[config.mk]
export PLATFORM = sky130hd
export DESIGN_NAME = taillight_seq
export DESIGN_NICKNAME = d
export VERILOG_FILES = /design/src/rtl/taillight_pkg.sv /design/src/rtl/taillight_seq_tick_gen.sv /design/src/rtl/taillight_seq.sv
export SDC_FILE = /design/constraint.sdc
export NUM_CORES = 1
export LEC_CHECK = 0
export CAP_MARGIN = 5
export CORE_MARGIN = 5
export CORE_UTILIZATION = 52
export DETAILED_ROUTE_END_ITERATION = 12
export PLACE_DENSITY_LB_ADDON = 0.25
export SETUP_SLACK_MARGIN = 0.02
export SLEW_MARGIN = 0
export SYNTH_ARGS = -nofsm -noshare
export SYNTH_HDL_FRONTEND = slang
export SYNTH_SLANG_ARGS = --single-unit
[constraint.sdc]
create_clock -name clk -period 2.15 [get_ports clk]
set_clock_uncertainty 0.2 [all_clocks]
set_input_delay 0.5375 -clock clk [delete_from_list [all_inputs] [get_ports clk]]
set_output_delay 0.5375 -clock clk [all_outputs]
set_load 0.005 [all_outputs]
[src/rtl/taillight_pkg.sv]
// Shared types and helpers for the sequential taillight controller.
package taillight_pkg;

  typedef enum logic [1:0] {
    MODE_IDLE  = 2'd0,
    MODE_LEFT  = 2'd1,
    MODE_RIGHT = 2'd2,
    MODE_HAZ   = 2'd3
  } mode_t;

  localparam int MAX_LAMPS = 8;

  // Thermometer code: the low `step` bits set, clipped to `lamps` bits.
  function automatic logic [MAX_LAMPS-1:0] therm(input logic [3:0] step, input int lamps);
    logic [MAX_LAMPS-1:0] code;
    code = '0;
    for (int i = 0; i < MAX_LAMPS; i++) begin
      code[i] = (i < int'(step)) && (i < lamps);
    end
    return code;
  endfunction

endpackage

[src/rtl/taillight_seq_tick_gen.sv]
// Animation prescaler: one-cycle tick every DIV clocks, restartable by clr.
module tick_gen #(
  parameter int DIV = 12500000
) (
  input  logic clk,
  input  logic rst_n,
  input  logic clr,
  output logic tick
);

  localparam int CW = (DIV > 1) ? $clog2(DIV) : 1;
  localparam logic [CW-1:0] LAST = CW'(DIV - 1);

  logic [CW-1:0] cnt_q;
  logic [CW-1:0] cnt_d;
  logic          tick_q;

  always_comb begin
    cnt_d = cnt_q;
    if (clr) begin
      cnt_d = '0;
    end else if (cnt_q == LAST) begin
      cnt_d = '0;
    end else begin
      cnt_d = cnt_q + CW'(1);
    end
  end

  // tick is registered so it is high exactly while the count sits at LAST
  always_ff @(posedge clk or negedge rst_n) begin
    if (!rst_n) begin
      cnt_q  <= '0;
      tick_q <= 1'b0;
    end else begin
      cnt_q  <= cnt_d;
      tick_q <= (cnt_d == LAST);
    end
  end

  assign tick = tick_q;

endmodule

[src/rtl/taillight_seq.sv]
// Parametrised taillight controller: turn sweep, hazard flash and brake overlay
// driven from asynchronous switches through per-input synchronisers.
module taillight_seq
  import taillight_pkg::*;
#(
  parameter int LAMPS       = 3,
  parameter int DIV         = 12500000,
  parameter int SYNC_STAGES = 2
) (
  input  logic             clk,
  input  logic             rst_n,
  input  logic             left,
  input  logic             right,
  input  logic             hazard,
  input  logic             brake,
  output logic [LAMPS-1:0] tl,
  output logic [LAMPS-1:0] tr,
  output logic [1:0]       mode,
  output logic             tick
);

  logic [3:0]                  raw_s;
  logic [3:0]                  sync_s;
  logic [SYNC_STAGES-1:0][3:0] sync_q;
  logic                        left_s, right_s, hazard_s, brake_s;

  mode_t                 mode_q, mode_d;
  logic [3:0]            step_q, step_d;
  logic                  phase_q, phase_d;
  logic                  mode_chg_s;
  logic                  tick_s;
  logic [LAMPS-1:0]      tl_q, tl_d, tr_q, tr_d;
  logic [LAMPS-1:0]      ovl_s, therm_s;
  logic [MAX_LAMPS-1:0]  therm_full_s;

  assign raw_s = {brake, hazard, right, left};

  always_ff @(posedge clk or negedge rst_n) begin
    if (!rst_n) begin
      sync_q <= '0;
    end else begin
      sync_q <= {sync_q[SYNC_STAGES-2:0], raw_s};
    end
  end

  assign sync_s   = sync_q[SYNC_STAGES-1];
  assign left_s   = sync_s[0];
  assign right_s  = sync_s[1];
  assign hazard_s = sync_s[2];
  assign brake_s  = sync_s[3];

  always_comb begin
    mode_d = MODE_IDLE;
    if (hazard_s || (left_s && right_s)) begin
      mode_d = MODE_HAZ;
    end else if (left_s) begin
      mode_d = MODE_LEFT;
    end else if (right_s) begin
      mode_d = MODE_RIGHT;
    end else begin
      mode_d = MODE_IDLE;
    end
  end

  assign mode_chg_s = (mode_d != mode_q);

  tick_gen #(.DIV(DIV)) u_tick_gen (
    .clk   (clk),
    .rst_n (rst_n),
    .clr   (mode_chg_s),
    .tick  (tick_s)
  );

  // Entering HAZ starts with the phase on so the flash is visible immediately
  always_comb begin
    step_d  = step_q;
    phase_d = phase_q;
    if (mode_chg_s) begin
      step_d  = 4'd0;
      phase_d = (mode_d == MODE_HAZ);
    end else if (tick_s) begin
      case (mode_q)
        MODE_LEFT, MODE_RIGHT: begin
          step_d = (step_q == 4'(LAMPS)) ? 4'd0 : step_q + 4'd1;
        end
        MODE_HAZ: begin
          phase_d = ~phase_q;
        end
        default: begin
          step_d  = 4'd0;
          phase_d = 1'b0;
        end
      endcase
    end else begin
      step_d  = step_q;
      phase_d = phase_q;
    end
  end

  assign therm_full_s = therm(step_d, LAMPS);
  assign therm_s      = therm_full_s[LAMPS-1:0];
  assign ovl_s        = brake_s ? {LAMPS{1'b1}} : '0;

  always_comb begin
    tl_d = '0;
    tr_d = '0;
    case (mode_d)
      MODE_LEFT: begin
        tl_d = therm_s;
        tr_d = ovl_s;
      end
      MODE_RIGHT: begin
        tl_d = ovl_s;
        tr_d = therm_s;
      end
      MODE_HAZ: begin
        tl_d = {LAMPS{phase_d}};
        tr_d = {LAMPS{phase_d}};
      end
      default: begin
        tl_d = ovl_s;
        tr_d = ovl_s;
      end
    endcase
  end

  always_ff @(posedge clk or negedge rst_n) begin
    if (!rst_n) begin
      mode_q  <= MODE_IDLE;
      step_q  <= 4'd0;
      phase_q <= 1'b0;
      tl_q    <= '0;
      tr_q    <= '0;
    end else begin
      mode_q  <= mode_d;
      step_q  <= step_d;
      phase_q <= phase_d;
      tl_q    <= tl_d;
      tr_q    <= tr_d;
    end
  end

  assign tl   = tl_q;
  assign tr   = tr_q;
  assign mode = mode_q;
  assign tick = tick_s;

endmodule

==> metrics, run 1 <==
CP max stage delay=~0.61 ns; drt pass-1 iters=4; CP bufs+invs=0; multi-input logic area=approximately 1200 um2; VDD IR-drop max=495 uV; Rel. slew slack=0.625; CP required=2.20 ns; Pwr Density=579 nW/um2; Area Overhead vs Synth=29.9%; CTS hold repair buffers=0; Seq/Total Area, Yosys=0.501; number of synthesized register bits=between 40 and 50; Total GRT Usage=0.178; Critical Setup Path Class=reg -> reg; worst hold margin=0.0915 ns; R2R Path Start=u_tick_gen.cnt_q[0]; Std-Cell Rows=24; io pins=15; largest net degree at the start of global routing=between 40 and 50; Ant. Diodes=0; Cells after Synth=232; Wirelength per Cell=between 10 and 15 um; placed wire-length estimate=between 3000 and 4000 um; IO Port Bufs=14; total power=between 1.5 and 2 mW; Worst Tran Pin Value=about 0.56 ns; clk_lat worst skew=0.31 ns; Final ANT Viol Nets=0; CTS tree=yes; Seq. cell area=about 1200 um2; Yosys cell types=44; H-tree levels=2; initial antenna violation count=0; Routed WL=approximately 5000 um; die area=between 5000 and 6000 um2; most frequent cells in the layout=dfrtp_1, buf_4, nor2_1, xnor2_1; critical path fanouts, max=3; Max clock buf depth=2; Die H=around 76 um; Post-Syn Nets=242; yosys warns=0; min Tclk post-route=2.15 ns; failing checks=negative setup slack; initial core utilization=0.531; Core ar.=4320 um2; FMAX=~460 MHz; layout cell share with drive strength beyond 1=0.271; DRC=0; Hold Crit Class=in -> async; commonest non-fill, non-tap cell in the layout=dfrtp_1; Nets=a little under 300; total number of vias=approximately 1900; TritonCTS Buffers=5; crit path launch type=register; cell family with most CP delay=simple AND/OR/NAND/NOR gates; worst setup margin=-0.00106 ns; CP startpoint=u_tick_gen.cnt_q[0]; synthesized area=between 2000 and 2500 um2; WP data arrival=2.20 ns; fin. max-slew vios=0; clk root buf=clkbuf_8; via/cell ratio=between 5 and 6; syn_area_per_cell=9.90 um2; number of global-route vias before repair=1886; gp weighted congestion=approximately 0.83; Final Cycle Share=1.00; DRT iter0 DRCs=64; Slowest cell on crit path=or4b_2; total gr overflow=0; first-pass GRT wire length=around 8400 um; RSZ-0062 raised after global routing=true; die width=between 70 and 80 um; element type at the critical path end=register; CP cell instances=ha_4 -> nand4_2 -> or3_4 -> nor2_1 -> or4b_2 -> a211oi_1 -> and4_1; # fillers=around 360; Hold Vio Cnt, Final=0; Max-Cap Viols=0; run status=complete, but fails checks; Leakage=1.28 nW; final setup violation count=1; # clock sinks=46; Reg clk slew, reported paths=about 0.08 ns
[timing repair]
| action | 4_1_cts | 5_1_grt |
|---|---|---|
| gates resized for setup | 4 | 17 |
| setup buffers | 4 | 1 |
| endpoints found under the setup margin | 6 | 29 |
| pin swaps | 4 | 3 |
[stage by stage]
| step | cell area [um2] | utilization | setup TNS [ns] | instances | setup WS [ns] |
|---|---|---|---|---|---|
| 5_1_grt | 2980 | 0.690 | -0.227 | 340 | -0.101 |
| 6_report | 2980 | 0.690 | -0.00106 | 340 | -0.00106 |
| 2_1_floorplan | 2320 | - | 0 | 232 | 0.00548 |
| 3_5_place_dp | 2760 | 0.639 | -0.197 | 327 | -0.0907 |
| 3_3_place_gp | 2760 | 0.639 | -0.0553 | 327 | -0.0279 |
| 4_1_cts | 2910 | 0.674 | 0 | 339 | 0.0210 |
[path summary, 6_finish.rpt]
path | to | slack [ns] | cells after the start
max in group asynchronous | mode[0] | 1.24 | 2
setup / recovery | u_tick_gen.tick | -0.001 | 7
setup reg to reg | u_tick_gen.tick | -0.001 | 7
hold / removal | step_q[0] | 0.09 | 2
hold reg to reg | sync_s[2] | 0.15 | 0
min in group clk | sync_s[2] | 0.15 | 0
[synth_stat cells, drive strengths merged]
cell type / count / share of area
a31oi: 3 / 0.0082
a32oi: 1 / 0.0038
nand3: 14 / 0.033
a2111oi: 1 / 0.0038
xor2: 12 / 0.046
buf: 2 / 0.0044
and4: 1 / 0.0038
inv: 11 / 0.018
nor4: 5 / 0.014
or3: 3 / 0.010
nand2b: 2 / 0.0054
nor4bb: 1 / 0.0044
a22oi: 1 / 0.0033
o21ai: 3 / 0.0065
clkbuf: 5 / 0.0082
or4b: 1 / 0.0044
o22ai: 2 / 0.0054
a211oi: 4 / 0.013
nor3: 6 / 0.015
nor4b: 2 / 0.010
nor3b: 2 / 0.0065
dfrtp: 46 / 0.50
nor2b: 3 / 0.0082
nand2: 9 / 0.015
or2: 3 / 0.0082
nand3b: 3 / 0.0098
and3: 6 / 0.016
ha: 4 / 0.022
nand4b: 2 / 0.0076
nand4: 5 / 0.016
mux2i: 1 / 0.0044
a21o: 8 / 0.026
o2111ai: 1 / 0.0038
xnor2: 14 / 0.053
nor2: 36 / 0.059
a21oi: 7 / 0.015
o2bb2ai: 1 / 0.0038
and2: 1 / 0.0027
[logic make-up (layout without fill, tap and decap cells)]
group,Yosys count,in the layout,share of synthesized area
fa+ha+maj,4,4,0.0218
mux,1,1,0.00436
compound gates,32,32,0.0932
simple gates,105,105,0.250
buf+inv,18,74,0.0305
xor+xnor,26,26,0.0992
flops,46,46,0.501
[power by group]
part	switching, mW	total, mW	internal, mW
combinational	0.0902	0.180	0.0896
clock	0.292	0.638	0.347
sequential	0.0148	0.908	0.893
[flip-flops by register name (all words and copies together) (netlist names)]
name / flops
sync_q: 4
step_q: 4
tr: 3
u_tick_gen.cnt_q: 24
mode: 2
sync_s: 4
u_tick_gen.tick: 1
tl: 3
phase_q: 1
[layer usage]
metal	vias up	track usage	wire length, um
met4	0	0.0787	99
met3	8	0.0378	225
met1	912	0.227	2280
met5	-	0	0
met2	34	0.291	2350
li1	910	-	-
[area by class of cell]
cell class | count | share of cell area
clock buffers | 6 | 0.0243
clock inverters | 2 | 0.0126
inverters | 11 | 0.0138
multi-input cells | 168 | 0.390
flip-flops and latches | 46 | 0.386
well taps | 52 | 0.0218
repair buffers | 55 | 0.151
No activity file was read; power rests on OpenSTA's default activity.
==> inputs of run 2 (changes only) <==
--- a/config.mk
+++ b/config.mk
@@ -6,6 +6,7 @@
 export NUM_CORES = 1
 export LEC_CHECK = 0
 export CAP_MARGIN = 5
+export CORE_ASPECT_RATIO = 0.7
 export CORE_MARGIN = 5
 export CORE_UTILIZATION = 52
 export DETAILED_ROUTE_END_ITERATION = 12
==> run 2 against run 1 <==
The flow finishes with violations (negative hold slack). Worst hold slack got worse by 0.094 ns. Critical path depth rose by 1. Sequential cell count did not move. Critical path type unchanged. Largest power group unchanged.
==> metrics, run 2 (synthesis gave the netlist of run 1 again) <==
H-tree levels=2 (unchanged); initial antenna violation count=0 (unchanged); R2R Path Start=mode[0]; placed wire-length estimate=3480 um (-0.57%); CP startpoint=mode[0]; initial core utilization=0.533 (+0.00247); Worst Setup EP=tl[0]; Pwr Density=575 nW/um2 (-0.57%); max FFs per register=24 (unchanged); DRC=0 (unchanged); DRT iter0 DRCs=105 (+64%); Comb power frac=0.113 (+0.009); VDD IR-drop max=445 uV (-10%); Final Cycle Share=0.992 (-0.00813); Std-Cell Rows=20 (-17%); Max-Cap Viols=0 (unchanged); clk_lat worst skew=0.30 ns (about the same); Reg clk slew, reported paths=0.09 ns (about the same); run status=complete, but fails checks; TritonCTS Buffers=5 (unchanged); Rel. slew slack=0.768 (+0.143); element type at the critical path end=register; Clock power frac=0.371 (about the same); worst hold margin=-0.00266 ns (-0.0942 ns); CP required=2.14 ns (-0.06 ns); largest net degree at the start of global routing=47 (unchanged); WP data arrival=2.12 ns (-0.08 ns); total number of vias=1835 (-1.6%); Area Overhead vs Synth=33.0%; # clock sinks=46 (unchanged); most frequent cells in the layout=dfrtp_1, buf_4, nor2_1; die area=5870 um2 (+0.37%); fin. max-slew vios=0 (unchanged); pre-CTS WS=-0.0961 ns (-0.00546 ns); Ant. Diodes=0 (unchanged); Routed WL=5250 um (+5.9%); Hold Vio Cnt, Final=8 (+8); number of global-route vias before repair=1831 (-2.9%); Worst Reg-to-Reg Cells=8 (+1); die width=89.4 um (+17%); IO Port Bufs=14 (unchanged); Nets=292 (-1.7%); Critical Setup Path Class=reg -> reg; Final ANT Viol Nets=0 (unchanged); Hold Crit Class=in -> async; Top reg by flops=u_tick_gen.cnt_q; first-pass GRT wire length=8790 um (+5.0%); reg2reg end=tl[0]; layout cell share with drive strength beyond 1=0.286 (+0.0154); Worst Tran Pin Value=0.345 ns (-0.218 ns); RSZ-0062 raised after global routing=true; Sw Share=0.238 (+0.00841); Total GRT Usage=0.196 (+0.0174); Leakage=1.30 nW (+1.1%); min Tclk post-route=2.13 ns (-0.0175 ns); Die H=65.6 um (-14%); switching power=0.419 mW (+5.6%); crit path launch type=register; io pins=15 (unchanged); critical path fanouts, max=5 (+2); fin util=0.710 (+0.0201); via/cell ratio=5.43 (-0.97%); commonest non-fill, non-tap cell in the layout=dfrtp_1; FMAX=469 MHz (+0.82%); failing checks=negative hold slack; total gr overflow=0 (unchanged); Core ar.=4300 um2 (-0.46%); worst setup margin=0.0164 ns (+0.0175 ns); R2R Setup Slk=0.02 ns (+0.02 ns); CTS tree=yes; Int Pwr=1.34 mW (+0.74%); CTS hold repair buffers=0 (unchanged); Flop pwr share=0.516 (-0.010); final setup violation count=0 (-1); clk root buf=clkbuf_8; drt pass-1 iters=4 (unchanged); Max clock buf depth=2 (unchanged); Wirelength per Cell=15.5 um (+6.6%); gp weighted congestion=0.883 (+5.9%)
run 2: area by class of cell:
| cell class | instances | area, um2 |
|---|---|---|
| repair buffers | 50 | 452 |
| clock inverters | 3 | 45.0 |
| well taps | 55 | 68.8 |
| inverters | 11 | 41.3 |
| flip-flops and latches | 46 | 1150 |
| clock buffers | 5 | 68.8 |
| fillers | 306 | 1250 |
| multi-input cells | 168 | 1220 |
run 2: repair_timing:
action | in CTS | in global routing
pin swaps | 13 | 7
endpoints found under the setup margin | 11 | 29
buffers inserted | 2 | 2
cloned | 0 | 1
resized for setup | 12 | 23
run 2: metal layers:
layer	global-route usage	share of wire
met2	0.276	0.44
met1	0.303	0.52
met5	0	0
met3	0.0451	0.035
met4	0.0446	0.0040
run 2: worst min-delay path by stage:
stage | from | to | slack (ns) | depth (start not counted)
floorplan | rst_n | mode[0] | 0.04 | 0
global placement | sync_q[3] | sync_s[3] | 0.13 | 0
global route | rst_n | u_tick_gen.cnt_q[8] | 0.02 | 2
CTS | rst_n | u_tick_gen.cnt_q[22] | 0.007 | 2
finish | rst_n | u_tick_gen.cnt_q[8] | -0.003 | 2
detailed placement | sync_q[3] | sync_s[3] | 0.13 | 0
run 2: power by group through the flow:
stage                     clock (mW)  combinational, mW  sequential (mW)
final                          0.651              0.199            0.908
after global routing           0.703              0.219            0.912
after CTS                      0.661              0.174            0.907
after detailed placement           0              0.168            0.924
after global placement             0              0.167            0.923
after floorplan                    0             0.0674            0.927
run 2: critical path, stage by stage (launching register included):
cell	delay [ns]
dfrtp_2	0.45
inv_2	0.08
ha_4	0.20
nand3b_1	0.14
nor3b_2	0.07
a211oi_2	0.23
nand2_1	0.12
or3_4	0.36
a21o_1	0.18
run 2: stage by stage:
step | TNS (ns) | hold slack (ns) | area, um2 | power, mW | cells
floorplan | 0 | 0.0419 | 2320 | 0.995 | 232
global placement | 0 | 0.132 | 2740 | 1.09 | 325
detailed placement | -0.202 | 0.135 | 2740 | 1.09 | 325
CTS | 0 | 0.00712 | 2930 | 1.74 | 335
global route | -0.199 | 0.0194 | 3050 | 1.83 | 338
finish | 0 | -0.00266 | 3050 | 1.76 | 338
